--- src/rtl/alu_arb_pkg.sv ---
// rtl/alu_arb_pkg.sv - shared types and defaults for the two-requester ALU arbiter
package alu_arb_pkg;

    typedef enum logic [1:0] {
        IDLE = 2'd0,
        EXEC = 2'd1,
        RESP = 2'd2
    } arb_state_e;

    localparam int DEF_WIDTH = 4;
    localparam int DEF_OP_W  = 3;
    localparam int DEF_CNT_W = 8;

    // One-hot accept vector for a selected requester id
    function automatic logic [1:0] onehot2(input logic id);
        return id ? 2'b10 : 2'b01;
    endfunction

endpackage

--- src/rtl/alu.sv ---
// rtl/alu.sv - shared combinational ALU (8 operations, WIDTH-bit wrap-around)
module Alu #(
    parameter int WIDTH = 4
) (
    input  logic [2:0]       op,
    input  logic [WIDTH-1:0] a,
    input  logic [WIDTH-1:0] b,
    output logic [WIDTH-1:0] y
);

    // Operation select: add, sub, and, or, xor, not-a, unsigned less-than, shift-right
    always_comb begin
        y = '0;
        case (op)
            3'd0: y = a + b;
            3'd1: y = a - b;
            3'd2: y = a & b;
            3'd3: y = a | b;
            3'd4: y = a ^ b;
            3'd5: y = ~a;
            3'd6: y = {{(WIDTH-1){1'b0}}, (a < b)};
            default: y = a >> 1;
        endcase
    end

endmodule

--- src/rtl/alu_arb_rr2.sv ---
// rtl/alu_arb_rr2.sv - combinational two-way round-robin picker
module alu_arb_rr2
    import alu_arb_pkg::*;
(
    input  logic [1:0] req_valid,
    input  logic       last_grant,
    input  logic       idle,
    output logic [1:0] req_ready,
    output logic       sel_id
);

    // Lone requester wins; under contention the one not granted last wins
    always_comb begin
        sel_id = 1'b0;
        if (req_valid == 2'b11) begin
            sel_id = ~last_grant;
        end else if (req_valid == 2'b10) begin
            sel_id = 1'b1;
        end
        req_ready = 2'b00;
        if (idle && req_valid[sel_id]) begin
            req_ready = onehot2(sel_id);
        end
    end

endmodule

--- src/rtl/alu_arbiter.sv ---
// rtl/alu_arbiter.sv - round-robin sharing of one ALU between two clients (ALU_ARB_STATS_EN enables grant counters)
module alu_arbiter
    import alu_arb_pkg::*;
#(
    parameter int WIDTH = DEF_WIDTH,
    parameter int OP_W  = DEF_OP_W,
    parameter int CNT_W = DEF_CNT_W
) (
    input  logic             clk,
    input  logic             rst_n,
    input  logic [1:0]       req_valid,
    output logic [1:0]       req_ready,
    input  logic [OP_W-1:0]  req_op0,
    input  logic [OP_W-1:0]  req_op1,
    input  logic [WIDTH-1:0] req_a0,
    input  logic [WIDTH-1:0] req_a1,
    input  logic [WIDTH-1:0] req_b0,
    input  logic [WIDTH-1:0] req_b1,
    output logic             rsp_valid,
    input  logic             rsp_ready,
    output logic             rsp_id,
    output logic [WIDTH-1:0] rsp_result,
    output logic [CNT_W-1:0] gnt_cnt0,
    output logic [CNT_W-1:0] gnt_cnt1
);

    arb_state_e       state_q, state_d;
    logic [OP_W-1:0]  op_q;
    logic [WIDTH-1:0] a_q, b_q, alu_y;
    logic             cur_id, last_grant, sel_id, hs;

    alu_arb_rr2 u_rr2 (
        .req_valid (req_valid),
        .last_grant(last_grant),
        .idle      (state_q == IDLE),
        .req_ready (req_ready),
        .sel_id    (sel_id)
    );

    Alu #(.WIDTH(WIDTH)) u_alu (
        .op(op_q),
        .a (a_q),
        .b (b_q),
        .y (alu_y)
    );

    assign hs        = |(req_valid & req_ready);
    assign rsp_valid = (state_q == RESP);

    // Next-state: accept -> execute one cycle -> hold response until taken
    always_comb begin
        state_d = state_q;
        case (state_q)
            IDLE:    if (hs) state_d = EXEC;
            EXEC:    state_d = RESP;
            RESP:    if (rsp_ready) state_d = IDLE;
            default: state_d = IDLE;
        endcase
    end

    // State, operand capture on accept, result capture in EXEC
    always_ff @(posedge clk) begin
        if (!rst_n) begin
            state_q    <= IDLE;
            op_q       <= '0;
            a_q        <= '0;
            b_q        <= '0;
            cur_id     <= 1'b0;
            last_grant <= 1'b1;
            rsp_id     <= 1'b0;
            rsp_result <= '0;
        end else begin
            state_q <= state_d;
            if (hs) begin
                op_q       <= sel_id ? req_op1 : req_op0;
                a_q        <= sel_id ? req_a1  : req_a0;
                b_q        <= sel_id ? req_b1  : req_b0;
                cur_id     <= sel_id;
                last_grant <= sel_id;
            end
            if (state_q == EXEC) begin
                rsp_result <= alu_y;
                rsp_id     <= cur_id;
            end
        end
    end

`ifdef ALU_ARB_STATS_EN
    logic [CNT_W-1:0] cnt0_q, cnt1_q;

    // Saturating per-requester accept counters
    always_ff @(posedge clk) begin
        if (!rst_n) begin
            cnt0_q <= '0;
            cnt1_q <= '0;
        end else if (hs) begin
            if (!sel_id && (cnt0_q != {CNT_W{1'b1}})) cnt0_q <= cnt0_q + 1'b1;
            if (sel_id && (cnt1_q != {CNT_W{1'b1}}))  cnt1_q <= cnt1_q + 1'b1;
        end
    end

    assign gnt_cnt0 = cnt0_q;
    assign gnt_cnt1 = cnt1_q;
`else
    assign gnt_cnt0 = '0;
    assign gnt_cnt1 = '0;
`endif

endmodule

--- config.mk ---
export PLATFORM = sky130hd
export DESIGN_NAME = alu_arbiter
export DESIGN_NICKNAME = d
export VERILOG_FILES = /design/src/rtl/alu_arb_pkg.sv /design/src/rtl/alu.sv /design/src/rtl/alu_arb_rr2.sv /design/src/rtl/alu_arbiter.sv
export SDC_FILE = /design/constraint.sdc
export NUM_CORES = 1
export LEC_CHECK = 0
export CAP_MARGIN = 30
export CORE_AREA = 2 2 62 64
export CTS_CLUSTER_DIAMETER = 50
export DETAILED_ROUTE_END_ITERATION = 8
export DIE_AREA = 0 0 64 66
export HOLD_SLACK_MARGIN = 0.1
export PLACE_DENSITY = 0.81
export SYNTH_ARGS = -nofsm -noshare
export SYNTH_HDL_FRONTEND = slang
export SYNTH_HIERARCHICAL = 1
export SYNTH_SLANG_ARGS = --single-unit
--- constraint.sdc ---
create_clock -name clk -period 2.5 [get_ports clk]
set_clock_uncertainty 0.2 [all_clocks]
set_input_delay 0.5 -clock clk [delete_from_list [all_inputs] [get_ports clk]]
set_output_delay 0.5 -clock clk [all_outputs]
set_load 0.02 [all_outputs]
==> metrics.yaml <==
outcome: "finished, final reports clean"
synthAdderAreaFrac_pct: 11.8
final_hold_viol_count: 0
r2r_slack_ns: 0.29
synth_top_family_by_area: "compound AO/OA/AOI/OAI gates"
cts.sinks: 20
yosysTopAreaCell: "dfxtp_1"
clk_latency_ns: 0.29
clkTransAtPathRegs_ns: 0.11
grt_pass1_vias: 1171
crit_required_ns: 1.80
ys_ff_latch: 20
hold_depth: 2
synth_edf_count: 0
pwr_density_cell_nw_per_um2: 490
cts_tree: "done"
initial_core_util_pct: 45.3
maxSlewViolCount: 0
synth-xor-area-share_pct: 0.544
setup_viol: 0
synth_compound_area_share_pct: 18.8
ys_warn_count: 6
grt_overflow: 0
row_count: 22
grt_pass1_wl_um: 5310
cp_top_family: "buffers and inverters"
place.gp.congestion: 0.880
synth_cell_types: 43
ant_nets: 0
drcViolationCount: 0
crit_chain: "clkdlybuf4s50_1 -> a21boi_2 -> and2_1 -> dlygate4sd2_1"
hold_end: "rsp_result[3]$_SDFFE_PN0N_"
r2r_start: "a_q[0]$_SDFFE_PN0P_"
synth_cells: 183
synth_common_cells: "20 x dfxtp_1, 19 x buf_4, 19 x mux2i_1, 16 x nand2_1"
fillers: 331
dieWidth_um: 64
yosysSeqAreaShare_pct: 24.9
die_h_um: 66
grt.total_usage_pct: 15.5
pin_count: 51
arrival_ns: 1.62
firstDrtPassIters: 4
fmax_mhz: 431
die_area_um2: 4220
p_leak_uw: 0.000942
yosys.area_share.simple_pct: 15.2
fin_crit_ns: 2.32
whs_ns: 0.333
async_flop_share_pct: 0
area_growth_pct: 20.8
crit_path_start_kind: "input pin"
total_power_uw: 954
port_buffers: 34
drt_iter0_drc: 39
crit_slowest_cell: "clkdlybuf4s50_1"
reg2reg_to: "rsp_result[2]$_SDFFE_PN0N_"
dp.final_hpwl_um: 2410
cts-root-buf: "clkbuf_4"
yosysMostFrequentCell: "dfxtp_1"
slowest_delay_ns: 0.47
vias: 1311
tightestPinTransition_ns: 0.622
synth.avg_cell_area_um2: 8.79
numCtsBuffers: 3
hold_path.class: "reg2reg"
synthMuxAreaShare_pct: 11.8
yosysTopAreaCellShare_pct: 24.9
place_ws_ns: -0.101
synth_area_leaders: "dfxtp_1 25%, mux2i_1 12%, ha_1 9.3%, buf_4 8.9%, o211a_1 6.8%"
vdd_ir_drop_max_mv: 0.274
ys.flop_type: "dfxtp_1"
antenna_found_initial: 0
htreeDepth: 1
reg2regPathDepth: 9
critical_path_depth: 4
finish.net_count: 257
coreArea_um2: 3550
layout_setup_ws_ns: 0.178
critPathMaxFanout: 2
rsz0062_at_grt: "false"
viasPerCell: 4.98
drive_above_1_share_pct: 6.98
path_class: "in2out"
drt_wl_total_um: 3050
critPathBufInv: 2
cts_setup_buffers: 0
maxCapViolCount: 0
syn-cell-area_um2: 1610
grt_start_max_net_pins: 23
hold_start: "rsp_result[3]$_SDFFE_PN0N_"
wl_per_cell_um: 11.6
antenna_cells: 0
fin_crit_sh_pct: 92.9
slew_headroom_pct: 57.4
cts_max_path_buffers: 2
endpoint_kind: "output port"
-- per-stage QoR --
step                      cells  area (µm²)  TNS [ns]  util, %
after global placement      259        1910    -0.131     53.8
after global routing        263        1940         0     54.8
final                       263        1940         0     54.8
after floorplan             198        1670         0        -
after detailed placement    259        1910    -0.178     53.8
after CTS                   263        1940         0     54.8
-- layout by cell type (no fill, tap or decap), drive strengths merged --
cell type	count
a2111oi	1
a211o	1
a211oi	1
a21boi	2
a21oi	7
a221o	2
a22o	1
a31oi	2
a32oi	1
and2	1
and3	2
buf	6
clkbuf	4
clkdlybuf4s50	32
clkinv	1
conb	16
dfxtp	20
dlygate4sd2	2
fa	2
ha	12
inv	14
mux2i	19
nand2	16
nand2b	4
nand3	3
nand3b	1
nor2	6
nor2b	12
nor3	1
nor4	1
o2111ai	1
o211a	11
o21ai	4
o21bai	2
o2bb2ai	1
o32a	1
or4	1
xor2	1
-- layer usage --
metal	vias to the layer above	GRT usage (%)	share of wire, %
li1	662	-	-
met1	593	20.3	43
met2	54	26.6	49
met3	2	2.73	6.6
met4	0	3.26	0.56
met5	-	0	0
-- how the worst max path moves through the flow --
stage | from | endpoint | slack [ns]
2_1_floorplan | a_q[1]$_SDFFE_PN0P_ | rsp_result[3]$_SDFFE_PN0N_ | 0.52
3_5_place_dp | req_valid[1] | req_ready[1] | -0.10
4_1_cts | req_valid[1] | req_ready[1] | 0.17
3_3_place_gp | req_valid[1] | req_ready[1] | -0.08
5_1_grt | a_q[0]$_SDFFE_PN0P_ | rsp_result[2]$_SDFFE_PN0N_ | 0.09
6_report | req_valid[1] | req_ready[1] | 0.18
-- flip-flops by register name, indices dropped and copies added (netlist names) --
name,cells
a_q,4
state_q,2
rsp_result,4
last_grant,1
b_q,4
rsp_id,1
cur_id,1
op_q,3
-- worst reg2reg max path, cell delays in order (launching register included) --
cell	delay (ns)
dfxtp_1	0.40
inv_1	0.09
ha_1	0.23
fa_1	0.42
xor2_1	0.18
nand3_1	0.09
a31oi_1	0.19
o32a_2	0.17
mux2i_1	0.06
nor2b_1	0.12
-- logic make-up after synthesis --
kind of cell               Yosys count
adders and majority gates           14
muxes                               19
AOI/OAI and AO/OA                   38
buffers and inverters               42
xor gates and xnor gates             1
and+or+nand+nor                     48
other                                1
DFF                                 20
-- area by class of cell --
| type | instances | area (µm²) | area share (%) |
|---|---|---|---|
| Clock buffer | 4 | 36.3 | 1.87 |
| Inverter | 15 | 56.3 | 2.90 |
| Multi-Input combinational cell | 136 | 996 | 51.2 |
| Sequential cell | 20 | 400 | 20.6 |
| Tap cell | 48 | 60.1 | 3.09 |
| Timing Repair Buffer | 40 | 395 | 20.3 |
-- report_power, final --
| part | total, µW | switching, µW | internal (µW) |
|---|---|---|---|
| Clock | 185 | 96.3 | 88.8 |
| Combinational | 378 | 192 | 186 |
| Sequential | 390 | 41.6 | 349 |
-- timing repair --
| item | in CTS | in global routing |
|---|---|---|
| setup endpoints to repair | 2 | 0 |
| hold buffers | 0 | 0 |
| resized for setup | 2 | 0 |
Note: power is estimated with default switching activity, not from simulation.
